## src/rtl/mbm_antilog.sv

```systemverilog
// mbm_antilog: antilogarithm back end of a Mitchell-style 8x8 multiplier.
// Two-stage valid/ready pipeline. S1 decodes the log-domain word into an
// exponent and mantissa. S2 shifts the mantissa into the linear-domain product.
// Optional feature macro: MBM_ANTILOG_ROUND_EN (round half up instead of truncate).
module mbm_antilog (
  input  logic        clk,
  input  logic        rst_n,
  input  logic        in_valid,
  output logic        in_ready,
  input  logic [3:0]  in_char,
  input  logic [6:0]  in_frac,
  input  logic        in_frac_cout,
  input  logic        in_zero,
  output logic        out_valid,
  input  logic        out_ready,
  output logic [15:0] out_product
);

  // Stage 1 registers: decoded exponent, mantissa with hidden one, zero flag
  logic        r_s1Valid;
  logic [3:0]  r_s1Exp;
  logic [7:0]  r_s1Mant;
  logic        r_s1Zero;

  // Stage 2 registers: finished product waiting for the consumer
  logic        r_s2Valid;
  logic [15:0] r_product;

  logic        w_s2CanLoad;
  logic        w_s2Load;
  logic        w_inFire;
  logic [3:0]  w_exp;
  logic [15:0] w_shifted;
  logic [15:0] w_result;

  // S2 frees up when it is empty or its word leaves on this edge
  assign w_s2CanLoad = !r_s2Valid || out_ready;
  assign w_s2Load    = r_s1Valid && w_s2CanLoad;

  // S1 can take a word when empty or when its word moves on to S2
  assign in_ready = !r_s1Valid || w_s2CanLoad;
  assign w_inFire = in_valid && in_ready;

  // Exponent is the characteristic plus the fraction carry; legal inputs stay within 15
  assign w_exp = in_char + {3'b000, in_frac_cout};

  // Mantissa is 1.frac scaled by 2^7; shift left by e, then drop the 7 fraction bits
  assign w_shifted = 16'((23'(r_s1Mant) << r_s1Exp) >> 7);

`ifdef MBM_ANTILOG_ROUND_EN
  logic w_roundBit;

  // Only exponents below 7 discard bits; the highest discarded bit is m[6-e]
  assign w_roundBit = (r_s1Exp < 4'd7) && r_s1Mant[3'(4'd6 - r_s1Exp)];
  assign w_result   = r_s1Zero ? 16'h0000 : (w_shifted + {15'd0, w_roundBit});
`else
  assign w_result = r_s1Zero ? 16'h0000 : w_shifted;
`endif

  // Stage 1: capture a new word on input transfer, otherwise empty when it moves to S2
  always_ff @(posedge clk or negedge rst_n) begin
    if (!rst_n) begin
      r_s1Valid <= 1'b0;
      r_s1Exp   <= 4'd0;
      r_s1Mant  <= 8'd0;
      r_s1Zero  <= 1'b0;
    end else if (w_inFire) begin
      r_s1Valid <= 1'b1;
      r_s1Exp   <= w_exp;
      r_s1Mant  <= {1'b1, in_frac};
      r_s1Zero  <= in_zero;
    end else if (w_s2Load) begin
      r_s1Valid <= 1'b0;
    end
  end

  // Stage 2: take the shifted result from S1, or drain when the consumer takes it
  always_ff @(posedge clk or negedge rst_n) begin
    if (!rst_n) begin
      r_s2Valid <= 1'b0;
      r_product <= 16'h0000;
    end else if (w_s2Load) begin
      r_s2Valid <= 1'b1;
      r_product <= w_result;
    end else if (out_ready) begin
      r_s2Valid <= 1'b0;
    end
  end

  assign out_valid   = r_s2Valid;
  assign out_product = r_product;

endmodule

```

## config.mk

```make
export PLATFORM = sky130hd
export DESIGN_NAME = mbm_antilog
export DESIGN_NICKNAME = d
export VERILOG_FILES = /design/src/rtl/mbm_antilog.sv
export SDC_FILE = /design/constraint.sdc
export NUM_CORES = 1
export LEC_CHECK = 0
export ABC_AREA = 1
export CAP_MARGIN = 30
export CORE_ASPECT_RATIO = 1.2
export CORE_MARGIN = 2
export CORE_UTILIZATION = 30
export CTS_BUF_LIST = sky130_fd_sc_hd__clkbuf_4 sky130_fd_sc_hd__clkbuf_8
export DETAILED_ROUTE_END_ITERATION = 6
export PLACE_DENSITY_LB_ADDON = 0.12
export SLEW_MARGIN = 20
export SYNTH_ARGS = -nofsm -noshare
export SYNTH_HDL_FRONTEND = slang
export SYNTH_SLANG_ARGS = --single-unit
```

## constraint.sdc

```tcl
create_clock -name clk -period 1.5 [get_ports clk]
set_clock_uncertainty 0.05 [all_clocks]
set_input_delay 0.3 -clock clk [delete_from_list [all_inputs] [get_ports clk]]
set_output_delay 0.3 -clock clk [all_outputs]
set_load 0.01 [all_outputs]
```

## Word-level counts from Yosys, hierarchy flattened

Cells that the tools add are included.

- Register bits: 31
- Bits of input ports: 17
- Output and inout bits: 18
- Logic and storage cells: 21

- $add $sub $neg: 1
- Shift-type cells: 1
- Multiplexer cells: 5
- Reductions and logical operators: 8

Operators by type and width:

| kind | count |
|---|---|
| << shifter 8 x 4 -> 23 bit | 1 |
| two-way mux 16 bit | 1 |
| adder 4 x 1 -> 4 bit | 1 |
| two-way mux 1 bit | 4 |
| nonzero test 2 bit | 2 |
| logical AND 1 bit | 2 |
| zero test 1 bit | 2 |
| logical OR 1 bit | 2 |

## Longest topological paths before layout

Gate-level depths: netlist of run 1.

- Word-level depth: 5
- Gate-level depth with buffers: 10
- Depth with buffers taken out: 9

## Least setup slack after synthesis of run 1

OpenSTA, ideal clock, no wires.

- Path type: register -> register
- Start point: reg r_s2Valid (netlist: out_valid)
- End point: reg r_s1Mant[7]
- Setup time: 0.127 ns
- Data arrival time: 1.066 ns
- Required time: 1.323 ns
- Slack: 0.257 ns
- Stages on the path, launching flop included: 5
- Path buffers: 0
- Clock period less this slack: 1.243 ns
- Cells stage by stage: dfrtp_1 > nand3_1 > nand2_1 > inv_1 > or2_2

- Word-level cells in the longest chain between the ends: 4

Ends and longest elaborated chain:

| element | RTL line | source |
|---|---|---|
| start: declaration | 26 | `logic r_s2Valid;` |
| start signal: assignment | 80 | `r_s2Valid <= 1'b0;` |
| start signal: assignment | 83 | `r_s2Valid <= 1'b1;` |
| start signal: assignment | 86 | `r_s2Valid <= 1'b0;` |
| zero test 1 bit | 37 | `assign w_s2CanLoad = !r_s2Valid \|\| out_ready;` |
| logical OR 1 bit | 37 |  |
| logical OR 1 bit | 41 | `assign in_ready = !r_s1Valid \|\| w_s2CanLoad;` |
| net in_ready | 9 | `output logic in_ready,` |
| logical AND 1 bit | 42 | `assign w_inFire = in_valid && in_ready;` |
| end signal: assignment | 70 | `r_s1Mant <= {1'b1, in_frac};` |
| end: declaration | 22 | `logic [7:0] r_s1Mant;` |

The timed path passes the listed nets, and every way through them passes these cells.
A chain may end at the register's enable or synchronous reset.

## Worst setup path after layout of run 1

- Start point: reg r_s2Valid (netlist: out_valid)
- End point: out out_valid

RTL lines:

| element | RTL line | source |
|---|---|---|
| end: declaration | 14 | `output logic out_valid,` |

No word-level cell between the ends.

==> run summary, run 1 <==
Run status - finished clean
Initial antenna violation count - 0
Die W - 70.7 µm
CP max stage cell - dfrtp_1
WHS - 323 ps
Nets@finish - 285
Routed len/inst - 11.8 µm
Final hold viol count - 0
Largest cells by area after synthesis - dfrtp_1, nand2_1, nand3_1, inv_1, o21ai_0
WP data required - 1150 ps
Vias in the first global route - 1,565
Seq/Total Area, Yosys - 48.4%
CTS sink cnt - 31
Post-DRT Antenna Nets - 0
CP Launch Type - register
Max Fclk - 693 MHz
Hold-fix buffers, CTS - 0
Synth Warn # - 0
Reg2reg start - r_s1Exp[3]
Largest fanout on the critical path - 3
Tcrit/Tclk final - 96.2%
Iter 0 DRT Violations - 80
DIE AREA - 5940 µm²
Vias post-DR - 1,520
Worst-Skew Late Latency - 280 ps
Via density - 4.62
Share of layout cells above drive strength 1 - 12.7%
# fillers - 583
Residual DRC - 0
Final GP Congestion - 0.852
Static leakage - 1.18 nW
Initial Util - 30.7%
Most common cell in the netlist - nand2_1
Mapped Area - 1600 µm²
Max_slew headroom - 73.1%
Post-synth top area share - 48.4%
Most frequent cells after synthesis - nand2_1, nand3_1, dfrtp_1, inv_1
HPWL after DPL - 2960 µm
Reg-to-Reg End - out_product[5]
Core box area - 5230 µm²
Clk pin slew, worst setup/hold paths - 60 ps
Finished Core Util - 42.0%
Crit end category - output pin
TritonCTS clock tree - built
# Max-Cap Violations - 0
Cells after DPL - 320
Critical path's largest stage delay - 380 ps
Largest area contributor in the netlist - dfrtp_1
Non-filler instance count after layout - 329
RSZ-0062 raised after global routing - no
Worst-margin pin slew - 404 ps
Clock Tree Buf Depth - 2
Tmin final - 1440 ps
FFs w/ async S/R, synth - 100%
Setup CP Type - register to output pin
Most used DFF post-synth - dfrtp_1
Diode count - 0
# IOs - 35
Cell count after synthesis - 217
# rows - 29
Maximum vdd drop - 0.000481 V
Total track usage - 14.8%
Synth Register Bits - 31
Cells on worst reg2reg path - 6
Buffers on Ports - 34
Multi-input gate area - 743 µm²
Final wirelength - 3880 µm
Register area - 776 µm²
H-tree Lvls - 2
Power Total - 0.00269 W
# setup viols final - 0
Synth unique cells - 19
Largest net degree at the start of global routing - 32
Root Buffer Master - clkbuf_8
CTS buffer count - 5
First-pass GRT wire length - 6990 µm
Max-slew violations - 0
Synth Area per Inst - 7.38 µm²
Die Y - 84.0 µm
Hold crit path type - primary input to async pin
Area grow syn2layout - 36.9%
Drt pass-1 iters - 4
Number of synthesized flops with an enable pin - 0
Total grt overflow - 0
Crit path cell chain - buf_4, dlygate4sd2_1
Reg2Reg Setup Slack - 170 ps
Power density cells - 1230 nW/µm²
Syn Nets - 236
Crit path arrival time - 1090 ps
## layout by cell type (no fill, tap or decap), drive strengths merged, types with 2 or more instances in the layout
master,instances
buf,15
clkbuf,9
clkdlybuf4s50,16
dfrtp,31
dlygate4sd2,17
ha,2
inv,11
nand2,104
nand3,36
nand4,3
nor2,8
o21ai,9
## critical path: cells and delay by family (launching register included)
kind / cells / cell delay (ps)
buffers and inverters: 2 / 430
flip-flops: 1 / 380
## sequential cells by signal, summed over array words and instances (netlist names)
| signal | cells |
|---|---|
| r_s1Mant | 8 |
| out_valid | 1 |
| r_s1Zero | 1 |
| out_product | 16 |
| r_s1Exp | 4 |
| r_s1Valid | 1 |
## routing by layer
layer / vias up / wire length, µm / GRT usage [%]
met5: - / 0 / 0
met4: 0 / 68 / 5.15
met3: 5 / 163 / 3.74
met2: 34 / 1880 / 25.4
met1: 687 / 1770 / 17.8
li1: 794 / - / -
## metrics by stage
stage	setup WS, ps	cell area [µm²]	TNS (ps)
after floorplan	257	1600	0
after CTS	14.2	2170	0
final	57.6	2190	0
after global routing	3.42	2190	0
after detailed placement	-279	2090	-4700
after global placement	-272	2090	-4330
## kinds of logic after synthesis
logic type	synth area share (%)
AND/OR/NAND/NOR	39.5
flip-flops	48.4
buffers and inverters	5.78
AO/OA/AOI/OAI	3.59
XOR/XNOR	1.09
adder cells (fa/ha/maj)	1.56
## cell type report
| type | count | area share, % |
|---|---|---|
| sequential | 31 | 35.4 |
| multi-input combinational | 167 | 33.9 |
| timing repair buffer | 49 | 20.2 |
| clock buffer | 8 | 4.74 |
| tap | 62 | 3.54 |
| inverter | 12 | 2.23 |
## where the power goes
group	internal, W	switching (W)	total [W]
Sequential	0.000985	0.000107	0.00109
Clock	0.000436	0.000307	0.000743
Combinational	0.000364	0.000492	0.000855
Total	0.00179	0.000906	0.00269
## worst max-delay path by stage
stage	start	to	slack, ps	cells after the start
floorplan	out_valid	r_s1Mant[7]	260	4
global placement	out_ready	in_ready	-270	4
detailed placement	out_ready	in_ready	-280	4
CTS	out_ready	in_ready	10	4
global route	out_ready	out_product[2]	3	8
finish	out_valid	out_valid	60	2
## repair_timing
item / 4_1_cts / 5_1_grt
resized for setup: 19 / 10
pin swaps: 0 / 4
setup buffers: 0 / 1
gates cloned: 0 / 0
setup endpoints to repair: 18 / 10
Power figures use the tool's default switching activity.
==> inputs of run 2 (changes only) <==
Settings changed: CORE_ASPECT_RATIO 1.2 to not set.
==> run 2 against run 1 <==
  * Register-to-register slack about the same
  * Power down 0.41%
  * Cell count up 2.1%
  * Global-route usage about the same
  * Wire length down 1.5%
  * Die area about the same
  * Non-clock buffer count down 1
  * Critical path depth unchanged
  * Critical endpoint unchanged
  * Largest cell class unchanged
  * Highest routed layer unchanged
==> run summary, run 2 (same netlist as run 1, synthesis figures left out) <==
Run status - finished clean
Largest fanout on the critical path - 3 (unchanged)
Sequential share of power - 41.0% (+0.4 points)
Switching Fraction - 33.4% (-0.28 points)
Tcrit/Tclk final - 96.0% (-0.17 points)
DIE AREA - 5940 µm² (about the same)
Worst-margin pin slew - 420 ps (+16.6 ps)
Vias post-DR - 1,525 (+0.33%)
CTS sink cnt - 31 (unchanged)
NetSw - 0.000895 W (-1.2%)
Largest register FFs - 16 (unchanged)
Clk pin slew, worst setup/hold paths - 60 ps (about the same)
HPWL after DPL - 2920 µm (-1.2%)
Diode count - 0 (unchanged)
Most frequent cells in the layout - nand2_1, nand3_1, dfrtp_1
Cell-internal power - 0.00179 W (about the same)
Core box area - 5140 µm² (-1.6%)
Initial Util - 31.2% (+0.51 points)
Final GP Congestion - 0.838 (-1.6%)
Crit end category - output pin
Power Total - 0.00268 W (-0.41%)
Drt pass-1 iters - 4 (unchanged)
Clock network power share - 27.2% (-0.4 points)
Crit path arrival time - 1090 ps (about the same)
Root Buffer Master - clkbuf_8
WP data required - 1150 ps (about the same)
Nets@finish - 284 (-0.35%)
Setup tns final - 0 ps (unchanged)
Static leakage - 1.19 nW (+0.18%)
Iter 0 DRT Violations - 71 (-11%)
Die Y - 77.1 µm (-8.3%)
Initial antenna violation count - 0 (unchanged)
CP Launch Type - register
Vias in the first global route - 1,476 (-5.7%)
Post-route cell area - 2200 µm² (+0.34%)
Buffers on Ports - 34 (unchanged)
CTS buffer count - 5 (unchanged)
First-pass GRT wire length - 6940 µm (-0.69%)
Max-slew violations - 0 (unchanged)
Largest net degree at the start of global routing - 32 (unchanged)
Placed cell area - 2100 µm² (+0.72%)
Finished Core Util - 42.8% (+0.84 points)
Die W - 77.1 µm (+9.0%)
Clock Tree Buf Depth - 2 (unchanged)
Worst-Skew Late Latency - 280 ps (about the same)
Residual DRC - 0 (unchanged)
Setup CP Type - register to output pin
Total grt overflow - 0 (unchanged)
Most common cell after layout, fill and taps aside - nand2_1
H-tree Lvls - 2 (unchanged)
# IOs - 35 (unchanged)
Max Fclk - 695 MHz (+0.18%)
Total track usage - 14.8% (-0.021 points)
# rows - 26 (-10%)
WHS - 330 ps (+6.55 ps)
# setup viols final - 0 (unchanged)
Combinational Power Share - 31.8% (about the same)
Power density cells - 1220 nW/µm² (-0.75%)
Max_slew headroom - 72.0% (-1.1 points)
Area grow syn2layout - 37.3%
Routed len/inst - 11.4 µm (-3.6%)
Final hold viol count - 0 (unchanged)
Final wirelength - 3830 µm (-1.5%)
Share of layout cells above drive strength 1 - 11.7% (-1.1 points)
RSZ-0062 raised after global routing - no
# Max-Cap Violations - 0 (unchanged)
Maximum vdd drop - 0.000506 V (+5.1%)
Post-DRT Antenna Nets - 0 (unchanged)
TritonCTS clock tree - built
Hold crit path type - primary input to async pin
Via density - 4.54 (-1.8%)
Tmin final - 1440 ps (-2.58 ps)
[run 2: changes by cell type in the layout (fill, tap and decap cells not counted), sizes merged]
cell      delta
buf          -1
clkinvlp     -1
inv          +1
[run 2: repair_timing]
item,4_1_cts,5_1_grt
endpoints found under the setup margin,20,10
setup buffers,1,0
pin swaps,1,0
gates resized for setup,19,5
hold buffers,0,0
[run 2: cell type report]
type / instances / area (µm²)
inverters: 12 / 45.0
repair buffers: 48 / 444
fillers: 579 / 2940
flip-flops and latches: 31 / 776
clock buffers: 8 / 104
multi-input cells: 167 / 743
well taps: 70 / 87.6
[run 2: power by group through the flow]
stage                     logic (W)  clock network (W)  registers [W]
final                      0.000853           0.000729        0.00110
after global routing       0.000985           0.000803        0.00112
after CTS                  0.000859           0.000757        0.00110
after detailed placement   0.000921                  0        0.00112
after global placement     0.000921                  0        0.00111
after floorplan            0.000468                  0        0.00113
[run 2: final timing paths]
| kind | to | slack, ps | from | cells after the start |
|---|---|---|---|---|
| min in group clk | out_product[8] | 420 | out_product[8] | 2 |
| worst min register to register | out_product[8] | 420 | out_product[8] | 2 |
| max in group asynchronous | r_s1Mant[7] | 890 | rst_n | 2 |
| worst min-delay path | out_valid | 330 | rst_n | 2 |
| worst max-delay path | out_valid | 60 | out_valid | 2 |
| worst max register to register | out_product[1] | 170 | r_s1Exp[1] | 6 |
[run 2: metrics by stage]
stage | setup slack (ps) | std cells
after floorplan | 257 | 217
after global placement | -277 | 327
after detailed placement | -299 | 327
after CTS | 15.0 | 336
after global routing | 0.295 | 336
final | 60.2 | 336
[run 2: routing by layer]
layer / global-route usage, % / wire length (µm)
met1: 20.4 / 1850
met2: 22.7 / 1770
met3: 3.41 / 183
met4: 5.36 / 22
met5: 0 / 0
[run 2: worst max-delay path: stages, from the launching register on]
cell           delay [ps]
dfrtp_1               390
buf_4                 150
dlygate4sd2_1         280
